`src/rtl/estacao_reserva_ls.sv`:
```
// Load/store reservation station: in-order queue feeding the load/store FU.
// Snoops the CDB for pending operands and runs the Ready_to_uf/Done/Clear handshake.
module estacao_reserva_ls #(
    parameter int DEPTH    = 3,
    parameter int TAG_W    = 3,
    parameter int TAG_BASE = 4
) (
    input  logic             Clock,
    input  logic             Reset,
    input  logic             Issue_valid,
    output logic             Issue_ready,
    input  logic [2:0]       Issue_ufop,
    input  logic [15:0]      Issue_vj,
    input  logic [TAG_W-1:0] Issue_qj,
    input  logic [15:0]      Issue_imm,
    input  logic [15:0]      Issue_vk,
    input  logic [TAG_W-1:0] Issue_qk,
    output logic [TAG_W-1:0] Issue_tag,
    input  logic             CDB_valid,
    input  logic [TAG_W-1:0] CDB_tag,
    input  logic [15:0]      CDB_data,
    output logic [15:0]      Op1,
    output logic [15:0]      Op2,
    output logic [15:0]      Op3,
    output logic [2:0]       Ufop,
    output logic             Ready_to_uf,
    output logic             Clear,
    input  logic             Done,
    output logic [TAG_W-1:0] Exec_tag,
    output logic [2:0]       Count
);

    localparam int PW = (DEPTH > 1) ? $clog2(DEPTH) : 1;
    localparam logic [2:0] OP_LOAD  = 3'd4;
    localparam logic [2:0] OP_STORE = 3'd5;

    typedef enum logic [1:0] {IDLE, EXEC, CLR} state_t;

    state_t state, state_n;

    logic [DEPTH-1:0] e_valid;
    logic [2:0]       e_ufop [DEPTH];
    logic [15:0]      e_vj   [DEPTH];
    logic [TAG_W-1:0] e_qj   [DEPTH];
    logic [15:0]      e_imm  [DEPTH];
    logic [15:0]      e_vk   [DEPTH];
    logic [TAG_W-1:0] e_qk   [DEPTH];

    logic [PW-1:0] head, tail, head_n, tail_n;
    logic          accept, pop, dispatch, head_rdy;
    logic          hit_j, hit_k;

    assign Issue_ready = (Count < 3'(DEPTH));
    assign Issue_tag   = TAG_W'(TAG_BASE) + TAG_W'(tail);
    assign accept      = Issue_valid && Issue_ready &&
                         (Issue_ufop == OP_LOAD || Issue_ufop == OP_STORE);
    assign hit_j  = CDB_valid && (Issue_qj != '0) && (CDB_tag == Issue_qj);
    assign hit_k  = CDB_valid && (Issue_qk != '0) && (CDB_tag == Issue_qk);
    assign head_n = (head == PW'(DEPTH-1)) ? '0 : head + 1'b1;
    assign tail_n = (tail == PW'(DEPTH-1)) ? '0 : tail + 1'b1;
    assign head_rdy = e_valid[head] && (e_qj[head] == '0) &&
                      (e_ufop[head] == OP_LOAD || e_qk[head] == '0);

    // FSM state register
    always_ff @(posedge Clock or negedge Reset) begin
        if (!Reset) state <= IDLE;
        else        state <= state_n;
    end

    // Next state: dispatch only the oldest entry, pop on Done
    always_comb begin
        state_n  = state;
        dispatch = 1'b0;
        pop      = 1'b0;
        unique case (state)
            IDLE: if (Count != 3'd0 && head_rdy) begin
                dispatch = 1'b1;
                state_n  = EXEC;
            end
            EXEC: if (Done) begin
                pop     = 1'b1;
                state_n = CLR;
            end
            CLR:     state_n = IDLE;
            default: state_n = IDLE;
        endcase
    end

    // Queue storage, pointers, occupancy and CDB snoop
    always_ff @(posedge Clock or negedge Reset) begin
        if (!Reset) begin
            head    <= '0;
            tail    <= '0;
            Count   <= '0;
            e_valid <= '0;
            for (int i = 0; i < DEPTH; i++) begin
                e_ufop[i] <= '0;
                e_vj[i]   <= '0;
                e_qj[i]   <= '0;
                e_imm[i]  <= '0;
                e_vk[i]   <= '0;
                e_qk[i]   <= '0;
            end
        end else begin
            for (int i = 0; i < DEPTH; i++) begin
                if (e_valid[i] && CDB_valid) begin
                    if (e_qj[i] != '0 && e_qj[i] == CDB_tag) begin
                        e_vj[i] <= CDB_data;
                        e_qj[i] <= '0;
                    end
                    if (e_qk[i] != '0 && e_qk[i] == CDB_tag) begin
                        e_vk[i] <= CDB_data;
                        e_qk[i] <= '0;
                    end
                end
            end
            if (accept) begin
                e_valid[tail] <= 1'b1;
                e_ufop[tail]  <= Issue_ufop;
                e_vj[tail]    <= hit_j ? CDB_data : Issue_vj;
                e_qj[tail]    <= hit_j ? '0 : Issue_qj;
                e_imm[tail]   <= Issue_imm;
                e_vk[tail]    <= hit_k ? CDB_data : Issue_vk;
                e_qk[tail]    <= hit_k ? '0 : Issue_qk;
                tail          <= tail_n;
            end
            if (pop) begin
                e_valid[head] <= 1'b0;
                head          <= head_n;
            end
            Count <= Count + 3'(accept) - 3'(pop);
        end
    end

    // FU interface registers and handshake
    always_ff @(posedge Clock or negedge Reset) begin
        if (!Reset) begin
            Op1         <= '0;
            Op2         <= '0;
            Op3         <= '0;
            Ufop        <= '0;
            Exec_tag    <= '0;
            Ready_to_uf <= 1'b0;
            Clear       <= 1'b0;
        end else begin
            if (dispatch) begin
                Op1         <= e_vj[head];
                Op2         <= e_imm[head];
                Op3         <= e_vk[head];
                Ufop        <= e_ufop[head];
                Exec_tag    <= TAG_W'(TAG_BASE) + TAG_W'(head);
                Ready_to_uf <= 1'b1;
            end
            if (pop) begin
                Ready_to_uf <= 1'b0;
                Clear       <= 1'b1;
            end
            if (state == CLR) Clear <= 1'b0;
        end
    end

endmodule
```
`config.mk`:
```
export PLATFORM = sky130hd
export DESIGN_NAME = estacao_reserva_ls
export DESIGN_NICKNAME = d
export VERILOG_FILES = /design/src/rtl/estacao_reserva_ls.sv
export SDC_FILE = /design/constraint.sdc
export NUM_CORES = 1
export LEC_CHECK = 0
export CORE_AREA = 2 2 147 149
export DETAILED_ROUTE_END_ITERATION = 8
export DIE_AREA = 0 0 149 151
export PLACE_DENSITY = 0.82
export SYNTH_ARGS = -nofsm -noshare
export SYNTH_HDL_FRONTEND = slang
export SYNTH_SLANG_ARGS = --single-unit
```
`constraint.sdc`:
```
create_clock -name Clock -period 2.65 [get_ports Clock]
set_input_delay 0.3975 -clock Clock [delete_from_list [all_inputs] [get_ports Clock]]
set_output_delay 0.3975 -clock Clock [all_outputs]
set_load 0.01 [all_outputs]
```
==> flow_results.org <==
** Setup path
- Data on the critical path is required at its endpoint by 2.25 ns.
- The largest single stage delay on the critical path is 0.54 ns.
- Among all stages on the critical path, the largest delay is contributed by sky130_fd_sc_hd__clkdlybuf4s50_1.
- Critical path startpoint :: Count[1]
- Traced cell by cell, the critical path runs through ha_1 -> a21o_1 -> inv_2 -> clkdlybuf4s50_1.
- Critical Path Source Type :: flop
- The setup path with the least slack is of type flop to output port.
- STA puts the critical path data arrival time at 2.03 ns.
- STA classifies the critical path endpoint as an output port.
- In this run the critical register-to-register path is launched from head[1].
- Critical-path maximum fanout :: 4

** Detailed routing
- Initial detailed-routing violation count :: 873
- Routed wire per std cell :: 20.7 um
- Number of optimization iterations in the first detailed-route pass :: 6
- Via Count :: 9239
- Once detail routing completed, the nets flagged for antenna violations numbered 0.
- Vias per cell :: 6.03
- Detailed Route WL :: 31700 um
- In the routed design, unresolved DRC markers number 0.

** Clock network
- Post-CTS timing repair inserted 0 buffers for setup.
- Number of buffers inserted during clock tree synthesis :: 26
- In this run the number of H-tree levels came out at 1.
- Worst skew pair latency :: 0.54 ns
- Clock transition at the registers of the reported paths :: 0.07 ns
- Clock tree from TritonCTS :: yes
- The clock passes through at most 3 buffers.
- Clock tree synthesis selected as its root buffer the cell sky130_fd_sc_hd__clkbuf_16.
- Number of clock sinks seen by CTS :: 239

** Synthesis
- By area the synthesized netlist is led by sky130_fd_sc_hd__dfrtp_1 52%, sky130_fd_sc_hd__nand2_1 7.8%, sky130_fd_sc_hd__mux2_4 6.1%.
- Synthesized Nets :: 1175
- Share of async-settable or async-resettable flops after synthesis :: 100%
- Counting distinct cell types in the post-synthesis netlist gives 72.
- Area leader, netlist :: sky130_fd_sc_hd__dfrtp_1
- Synthesized flop and latch total :: 239
- Among all flip-flop cells after synthesis, the most frequent one is sky130_fd_sc_hd__dfrtp_1.
- Number of warning messages in the yosys log :: 0
- The average instance in the mapped netlist occupies 10.6 um^2.
- After technology mapping, the gate count stands at 1090.
- Sequential area share after synthesis :: 52.0%
- The top cell type by area accounts for 52.0% of the synthesized area.
- Number of flops mapped to enable cells by yosys :: 0
- Synthesized area :: 11500 um^2

** Power and ir drop
- Total chip power :: 17.5 mW
- Dividing total power by cell area gives a power density of 1220 nW/um^2.
- The worst-case IR drop observed on VDD is 647 uV.
- Leakage Power :: 6.65 nW

** Finish
- The post-route netlist has 15.6% of its cells at a drive strength greater than 1.
- The final layout contains 1324 nets.
- The number of antenna diodes in the final layout is 0.
- Most common cell after layout, fill and taps aside :: sky130_fd_sc_hd__nand2_1
- Most used cells in the layout excluding fill and tap cells :: 238 x sky130_fd_sc_hd__nand2_1, 237 x sky130_fd_sc_hd__dfrtp_1, 141 x sky130_fd_sc_hd__clkdlybuf4s50_1
- Post-layout utilization of the core :: 69.2%
- Compared with the post-synthesis result, the final layout area differs by 25.2%.
- Area of all placed cells without fillers :: 14400 um^2

** Timing
- Setup-failing EPs final :: 0
- Clock skew after layout :: 0.0102 ns
- Tightest hold margin :: 0.440 ns
- Based on the critical path, the design can be clocked at up to 0.413 GHz.
- In this run the tightest slew margin relative to its limit is 53.9%.
- Time the worst path needs with I/O delays and setup :: 2.42 ns
- Of the available clock period, the critical path in the final layout requires 91.5%.
- Pins Over Slew Limit :: 0
- Measured slew at the worst slew-check pin :: 0.692 ns
- Final setup margin :: 0.226 ns
- Setup repair after global routing left no endpoint under its margin.
- The hold violation count in the final report came to 0.

** Hold path
- The tightest min-delay check is of the primary input to asynchronous set/reset pin type.

** Placement
- The count of buffers added on input and output ports is 142.
- Prior to clock tree synthesis, the placed netlist has a worst setup slack of -0.0367 ns.
- Placer congestion estimate :: 0.933
- Detailed placement finished with a half-perimeter wire length of 20700 um.
- After detailed placement, the total cell area comes to 13400 um^2.

** Floorplanning
- Die extent in y :: 151 um
- The floorplan step defined a core boundary enclosing 20800 um^2.
- 144 I/O pins were placed.
- The die covers 22500 um^2.
- Horizontal die dimension :: 149 um
- Starting density of the core :: 55.3%
- Number of cell rows :: 53

** Run status
- Result of the run :: finished clean

** Global routing
- Number of antenna violations at the first check in global routing :: 0
- The number of global-route vias before repair came to 9603.
- Overall overflow remaining after global route :: 0
- Largest net degree at the start of global routing :: 89
- Total global routing track utilization :: 28.6%
- First-pass GRT wire length :: 51000 um

** Run
- Max-cap violations in this run came to 0.
Yosys cell counts, drive strengths merged (5+ instances only):
cell type	number
dfrtp	239
a21oi	8
o221ai	17
o22ai	24
inv	82
nand2b	13
nor3	8
a32oi	34
nand3	8
mux2	51
clkbuf	35
or2	20
a21o	5
buf	35
o21ai	78
or2b	6
xor2	14
mux2i	53
o221a	32
a222oi	16
nor2	9
nand2	239
final cells by class:
| cell class | count | area [um^2] |
|---|---|---|
| timing repair buffer | 191 | 1930 |
| fill | 1558 | 6410 |
| clock buffer | 33 | 727 |
| clock inverter | 14 | 235 |
| sequential | 239 | 5990 |
| multi-input combinational | 699 | 4880 |
| inverter | 82 | 308 |
| tap | 275 | 344 |
path summary, 6_finish.rpt:
| kind | to | slack (ns) | cells past startpoint |
|---|---|---|---|
| worst max-delay path | Issue_ready | 0.23 | 4 |
| worst min-delay path | e_qk[1] | 0.44 | 2 |
| worst max register to register | Op3[15] | 0.23 | 6 |
| worst min register to register | e_ufop[5] | 0.47 | 1 |
| max in group asynchronous | e_imm[36] | 1.27 | 3 |
| min in group Clock | e_ufop[5] | 0.47 | 1 |
stage by stage:
stage / setup TNS [ns] / std cells
final: 0 / 1533
after global routing: 0 / 1533
after CTS: 0 / 1533
after detailed placement: -0.231 / 1485
after global placement: 0 / 1485
after floorplan: 0 / 1090
report_power, final:
group	total, mW	switching, mW	leakage [nW]	internal [mW]
clock network	4.03	1.51	0.478	2.52
logic	7.11	3.33	3.23	3.78
registers	6.39	1.07	2.94	5.32
total	17.5	5.91	6.65	11.6
kinds of logic after synthesis:
| logic type | after synthesis | share of synthesized area, % |
|---|---|---|
| compound gates | 244 | 16.3 |
| xor+xnor | 18 | 1.43 |
| fa+ha+maj | 4 | 0.500 |
| buf+inv | 152 | 5.88 |
| flops | 239 | 52.0 |
| mux | 104 | 11.1 |
| other cells | 1 | 0.0326 |
| simple gates | 328 | 12.8 |
state kept, by name, summed over array words and instances (netlist names), 2 cells and up:
register / cells
e_imm: 48
e_vj: 48
head: 2
e_valid: 3
e_vk: 48
Op1: 16
Op2: 16
Exec_tag: 3
e_qk: 9
Op3: 16
e_ufop: 9
Ufop: 3
state: 2
tail: 2
Count: 3
e_qj: 9
critical path: cells and delay by family (launching register included):
| kind | cells | cell delay (ns) |
|---|---|---|
| DFF | 1 | 0.41 |
| buffers and inverters | 2 | 0.64 |
| adders and majority gates | 1 | 0.21 |
| AOI/OAI and AO/OA | 1 | 0.23 |
per-layer routing:
layer  GRT usage (%)  share of wire, %  up-vias
met2            47.6                49      474
met1            38.7                40     4566
met4            9.62               2.3        0
met5               0                 0        -
li1                -                 -     4137
met3            4.31               8.8       62
timing repair:
action                                 in CTS  in global routing
setup endpoints to repair                   0                 10
endpoints found under the hold margin      82                  0
hold buffers                                1                  0
resized for setup                           0                  1
(Power assumes the default switching activity.)
